[config.mk]
export PLATFORM = sky130hd
export DESIGN_NAME = mem_port_arbiter
export DESIGN_NICKNAME = d
export VERILOG_FILES = /design/src/rtl/riscv_mem_pkg.sv /design/src/rtl/mem_arb_prio.sv /design/src/rtl/mem_port_arbiter.sv
export SDC_FILE = /design/constraint.sdc
export NUM_CORES = 1
export LEC_CHECK = 0
export ABC_AREA = 1
export BUFFER_PORTS_ARGS = -buffer_cell sky130_fd_sc_hd__buf_4
export CORE_AREA = 2 2 109 111
export DETAILED_ROUTE_END_ITERATION = 16
export DIE_AREA = 0 0 111 113
export PLACE_DENSITY = 0.69
export SLEW_MARGIN = 20
export SYNTH_ARGS = -nofsm -noshare
export SYNTH_HDL_FRONTEND = slang
export SYNTH_HIERARCHICAL = 1
export SYNTH_SLANG_ARGS = --single-unit
[constraint.sdc]
create_clock -name clk -period 6.6 [get_ports clk]
set_input_delay 1.32 -clock clk [delete_from_list [all_inputs] [get_ports clk]]
set_output_delay 1.32 -clock clk [all_outputs]
set_load 0.02 [all_outputs]
[src/rtl/riscv_mem_pkg.sv]
// Shared encodings and records for the unified-memory front end of the RV32I core.
package riscv_mem_pkg;

  // Arbiter FSM encoding, kept as plain constants so older blocks can reuse it.
  localparam logic [1:0] ST_IDLE  = 2'd0;
  localparam logic [1:0] ST_ISSUE = 2'd1;
  localparam logic [1:0] ST_WAIT  = 2'd2;

  // Which requester owns the transaction currently on the memory bus.
  typedef enum logic [1:0] {
    OWN_NONE  = 2'd0,
    OWN_FETCH = 2'd1,
    OWN_DATA  = 2'd2
  } owner_t;

  localparam int DEF_ADDR_W = 32;
  localparam int DEF_DATA_W = 32;

  // One byte-enable bit per byte lane.
  function automatic int beWidth(input int dataW);
    return dataW / 8;
  endfunction

  // Store-request record as seen by the data-memory modules.
  typedef struct packed {
    logic                    we;
    logic [DEF_DATA_W/8-1:0] be;
    logic [DEF_ADDR_W-1:0]   addr;
    logic [DEF_DATA_W-1:0]   wdata;
  } storeReq_t;

endpackage

[src/rtl/mem_arb_prio.sv]
// Winner select for the memory arbiter: data beats fetch, except that fetch is
// forced once it has watched STARVE_MAX data grants in a row.
module mem_arb_prio
  import riscv_mem_pkg::*;
#(
  parameter int STARVE_MAX = 4
) (
  input  logic clk,
  input  logic rst,
  input  logic if_req,
  input  logic d_req,
  input  logic arbEn,
  output logic grant_if,
  output logic grant_d
);

  localparam int CNT_W = $clog2(STARVE_MAX + 1);

  logic [CNT_W-1:0] starveCnt;
  logic             starveHit;

  // Combinational winner: only one grant can ever be high.
  always_comb begin
    starveHit = if_req && (starveCnt == CNT_W'(STARVE_MAX));
    grant_d   = arbEn && d_req && !starveHit;
    grant_if  = arbEn && if_req && !grant_d;
  end

  // Count data grants that fetch had to sit through; any idle fetch cycle or
  // fetch grant forgives the debt.
  always_ff @(posedge clk) begin
    if (rst) begin
      starveCnt <= '0;
    end else if (!if_req || grant_if) begin
      starveCnt <= '0;
    end else if (grant_d && (starveCnt != CNT_W'(STARVE_MAX))) begin
      starveCnt <= starveCnt + CNT_W'(1);
    end
  end

endmodule

[src/rtl/mem_port_arbiter.sv]
// Shares one single-port, variable-latency memory between instruction fetch
// and load/store, one transaction at a time, routing each response back to
// the port that issued it.
//
//   state    | meaning
//   ---------+------------------------------------------------------------
//   ST_IDLE  | no transaction; arbitrate any pending request
//   ST_ISSUE | m_req high with latched fields until the memory takes it
//   ST_WAIT  | waiting for m_rvalid; re-arbitrate in the response cycle
module mem_port_arbiter
  import riscv_mem_pkg::*;
#(
  parameter int ADDR_W     = 32,
  parameter int DATA_W     = 32,
  parameter int STARVE_MAX = 4
) (
  input  logic                        clk,
  input  logic                        rst,
  input  logic                        if_req,
  input  logic [ADDR_W-1:0]           if_addr,
  output logic                        if_gnt,
  output logic                        if_rvalid,
  output logic [DATA_W-1:0]           if_rdata,
  input  logic                        d_req,
  input  logic                        d_we,
  input  logic [beWidth(DATA_W)-1:0]  d_be,
  input  logic [ADDR_W-1:0]           d_addr,
  input  logic [DATA_W-1:0]           d_wdata,
  output logic                        d_gnt,
  output logic                        d_rvalid,
  output logic [DATA_W-1:0]           d_rdata,
  output logic                        m_req,
  output logic                        m_we,
  output logic [beWidth(DATA_W)-1:0]  m_be,
  output logic [ADDR_W-1:0]           m_addr,
  output logic [DATA_W-1:0]           m_wdata,
  input  logic                        m_gnt,
  input  logic                        m_rvalid,
  input  logic [DATA_W-1:0]           m_rdata,
  output logic                        busy,
  output logic                        proto_err
);

  localparam int BE_W = beWidth(DATA_W);

  logic [1:0]        state;
  owner_t            owner;
  logic              reqWe;
  logic [BE_W-1:0]   reqBe;
  logic [ADDR_W-1:0] reqAddr;
  logic [DATA_W-1:0] reqWdata;
  logic              protoErr;
  logic              respValid;
  logic              arbEn;
  logic              grantIf;
  logic              grantD;

  // A response only counts in WAIT; reset kills it even in that cycle.
  always_comb begin
    respValid = !rst && (state == ST_WAIT) && m_rvalid;
    arbEn     = !rst && ((state == ST_IDLE) || respValid);
  end

  mem_arb_prio #(
    .STARVE_MAX(STARVE_MAX)
  ) uPrio (
    .clk      (clk),
    .rst      (rst),
    .if_req   (if_req),
    .d_req    (d_req),
    .arbEn    (arbEn),
    .grant_if (grantIf),
    .grant_d  (grantD)
  );

  // Sequencer: latch the winner's request, hold it through ISSUE, free the bus on response.
  always_ff @(posedge clk) begin
    if (rst) begin
      state    <= ST_IDLE;
      owner    <= OWN_NONE;
      reqWe    <= 1'b0;
      reqBe    <= '0;
      reqAddr  <= '0;
      reqWdata <= '0;
      protoErr <= 1'b0;
    end else begin
      if (m_rvalid && (state != ST_WAIT)) begin
        protoErr <= 1'b1;
      end
      if (grantD) begin
        state    <= ST_ISSUE;
        owner    <= OWN_DATA;
        reqWe    <= d_we;
        reqBe    <= d_be;
        reqAddr  <= d_addr;
        reqWdata <= d_wdata;
      end else if (grantIf) begin
        state    <= ST_ISSUE;
        owner    <= OWN_FETCH;
        reqWe    <= 1'b0;
        reqBe    <= {BE_W{1'b1}};
        reqAddr  <= if_addr;
        reqWdata <= '0;
      end else if ((state == ST_ISSUE) && m_gnt) begin
        state <= ST_WAIT;
      end else if (respValid) begin
        state <= ST_IDLE;
        owner <= OWN_NONE;
      end
    end
  end

  // Port-facing outputs; read data is only passed through alongside its rvalid.
  always_comb begin
    if_gnt    = grantIf;
    d_gnt     = grantD;
    if_rvalid = respValid && (owner == OWN_FETCH);
    d_rvalid  = respValid && (owner == OWN_DATA);
    if_rdata  = if_rvalid ? m_rdata : '0;
    d_rdata   = d_rvalid ? m_rdata : '0;
    m_req     = !rst && (state == ST_ISSUE);
    m_we      = reqWe;
    m_be      = reqBe;
    m_addr    = reqAddr;
    m_wdata   = reqWdata;
    busy      = !rst && (state != ST_IDLE);
    proto_err = protoErr;
  end

endmodule

==> results.yml <==
status:
  status: "completed"
drt:
  dr.first_iter.drc_count: 203
  routed_via_density: 4.34
  drt.antenna.violating_nets: 0
  firstDrtPassIters: 4
  drc: 0
  vias: 4283
  wl_per_cell_um: 12.7
  wl_mm: 12.5
pwr:
  power.density_nw_per_um2: 202
  ir_drop_uv: 103
  leakagePower_nw: 3.41
yosys:
  synth_top_family_by_area: "simple AND/OR/NAND/NOR gates"
  synth_cells: 578
  synth-compound-area-share: 0.0534
  ys_warn_count: 6
  synth_cell_types: 25
  synth.mux.area_fraction: 0
  synth.yosys.seq_area_share: 0.401
  synth_area_per_cell_sq_um: 6.64
  synthAdderAreaFrac: 0.00652
  yosysTopAreaCellShare: 0.401
  synth_nets: 719
  synth-xor-area-share: 0
  yosys-top-cells-area: "dfxtp_1 (40%), nand2_1 (19%), nor2_1 (7.8%)"
  synthesis.area_sq_um: 3840
  ys_ff_latch: 77
  synth-simple-area-share: 0.384
  yosys.area.top_type: "dfxtp_1"
clocking:
  cts_buffers: 9
  h-tree-depth: 3
  cts.hold.buffers_added: 0
  clock_latency_ns: 0.33
  clock_sinks: 77
  cts_root_buffer: "clkbuf_16"
  cts.repair.resized: 0
  postCtsSetupRepairBufs: 0
  cts_tree: "done"
  clock_path_buffers: 2
  clk_pin_slew_ns: 0.06
worst_setup_path:
  r2r_start: "state[0]"
  cp.required_ns: 5.28
  regToRegSetupSlack_ns: 3.47
  ff2ff_path_depth: 12
  setup.worst_path.class: "in -> out"
  r2r-end: "m_wdata[8]"
  crit_path_start_kind: "input port"
  path_max_fanout: 41
  worstSetupEndpointType: "primary output"
  crit_start: "rst"
  cp.arrival_ns: 3.50
placement:
  placed_cells: 970
  io_buffers: 278
  dp_hpwl_mm: 9.56
  gp_congestion: 0.787
global_route:
  antenna_found_initial: 0
  grt_max_degree: 42
  grtUsageTotal: 0.189
  gr-total-overflow: 0
  grt_pass1_vias: 3901
  grt_pass1_wl_mm: 19.2
die:
  dieArea_sq_um: 12500
  ioPinCount: 279
  initial_core_util: 0.341
  std_cell_rows: 39
  chipHeight_um: 113
  core_area_sq_um: 11300
  fp.dieW_um: 111
sta:
  finalHoldViolCount: 0
  drv_slew: 0
  rsz0062_at_grt: "no"
  post-route-period-util: 0.730
  relSlewSlack: 0.399
  worst_slew_pin_slew_ns: 0.900
  fin_setup_tns_ns: 0
  fmax_mhz: 208
  finalClockSkew_ns: 0.00931
  finalSetupViolations: 0
  period_minus_slack_ns: 4.82
hold_path:
  worstHoldStart: "m_wdata[25]"
  min_to: "m_wdata[25]"
  hold_path.class: "reg -> reg"
  whs_path_depth: 2
cells_and_area:
  fillers: 1183
  diodes: 0
  fin_cells: 986
  drive_gt1_frac: 0.393
  fin_nets: 979
  areaGrowthSynthToFinish_pct: 59.2
flow_run:
  max_cap_violations: 0
## kinds of logic after synthesis
kind of cell               after synthesis
buffers and inverters                  113
adders and majority gates                2
AOI/OAI and AO/OA                       41
DFF                                     77
and+or+nand+nor                        345
## how the worst max path moves through the flow
stage               endpoint  slack, ns  cells past startpoint
global route          if_gnt       1.59                     11
floorplan             if_gnt       2.62                      9
finish                if_gnt       1.78                     11
detailed placement    if_gnt       1.75                     11
global placement      if_gnt       1.75                     11
CTS                   if_gnt       1.75                     11
## where the power goes
part	internal, mW	switching (mW)	total (mW)
combinational	0.127	0.152	0.279
clock	0.253	0.189	0.442
sequential	0.497	0.0172	0.514
total	0.877	0.358	1.23
## cells in the mapped netlist (all sizes together)
master        count
a21oi            37
buf              19
clkbuf           11
clkinv            1
dfxtp            77
dlymetal6s2s      2
ha                2
inv              80
nand2           216
nand3            38
nand4             3
nor2             84
nor3              4
o21ai             4
## metal layers
layer	track usage	share of wire
met5	0	0
met3	0.0509	0.067
met2	0.349	0.52
met4	0.0667	0.020
met1	0.210	0.39
## per-stage QoR
step / worst slack, ns / hold WS, ns / util / cell area, sq um / total power, mW
floorplan: 2.62 / 0.462 / - / 3840 / 0.680
global placement: 1.75 / 0.449 / 0.518 / 5840 / 0.805
detailed placement: 1.75 / 0.452 / 0.518 / 5840 / 0.806
CTS: 1.75 / 0.461 / 0.542 / 6110 / 1.25
global route: 1.59 / 0.470 / 0.542 / 6110 / 1.30
finish: 1.78 / 0.460 / 0.542 / 6110 / 1.23
## cells in the final DEF, fill, tap and decap left out
master      count
o21ai_0         4
buf_4         281
nor2_1         80
inv_1          77
clkinvlp_4      4
inv_4           1
clkinv_2        3
inv_2           2
dfxtp_1        77
nor3_1          4
ha_1            2
nand4_4         2
nand2_2        25
nor2_4          1
a21oi_1        37
nor2_8          1
clkbuf_1        1
nand4_1         1
nor2_2          2
nand2_1       191
clkbuf_16       9
nand3_1        38
## cell type report
class	count	area, sq um	area share
clock buffer	10	229	0.0375
clock inverter	6	40.0	0.00655
inverter	81	308	0.0503
multi-input combinational	388	1710	0.279
sequential	77	1540	0.252
tap	143	179	0.0293
timing repair buffer	281	2110	0.345
## registers in the layout (all words and copies together) (netlist names)
register         cells
m_we                 1
state                2
m_wdata             32
uPrio/starveCnt      3
proto_err            1
m_addr              32
owner                2
m_be                 4
## critical path: stages
cell	delay [ns]
buf_4	0.36
inv_1	0.07
buf_4	0.26
nand2_1	0.11
nand2_1	0.08
nand2_1	0.09
clkinv_2	0.10
nand2_2	0.10
nand2_2	0.06
nor2_1	0.64
buf_4	0.27
No activity file was read; power rests on OpenSTA's default activity.
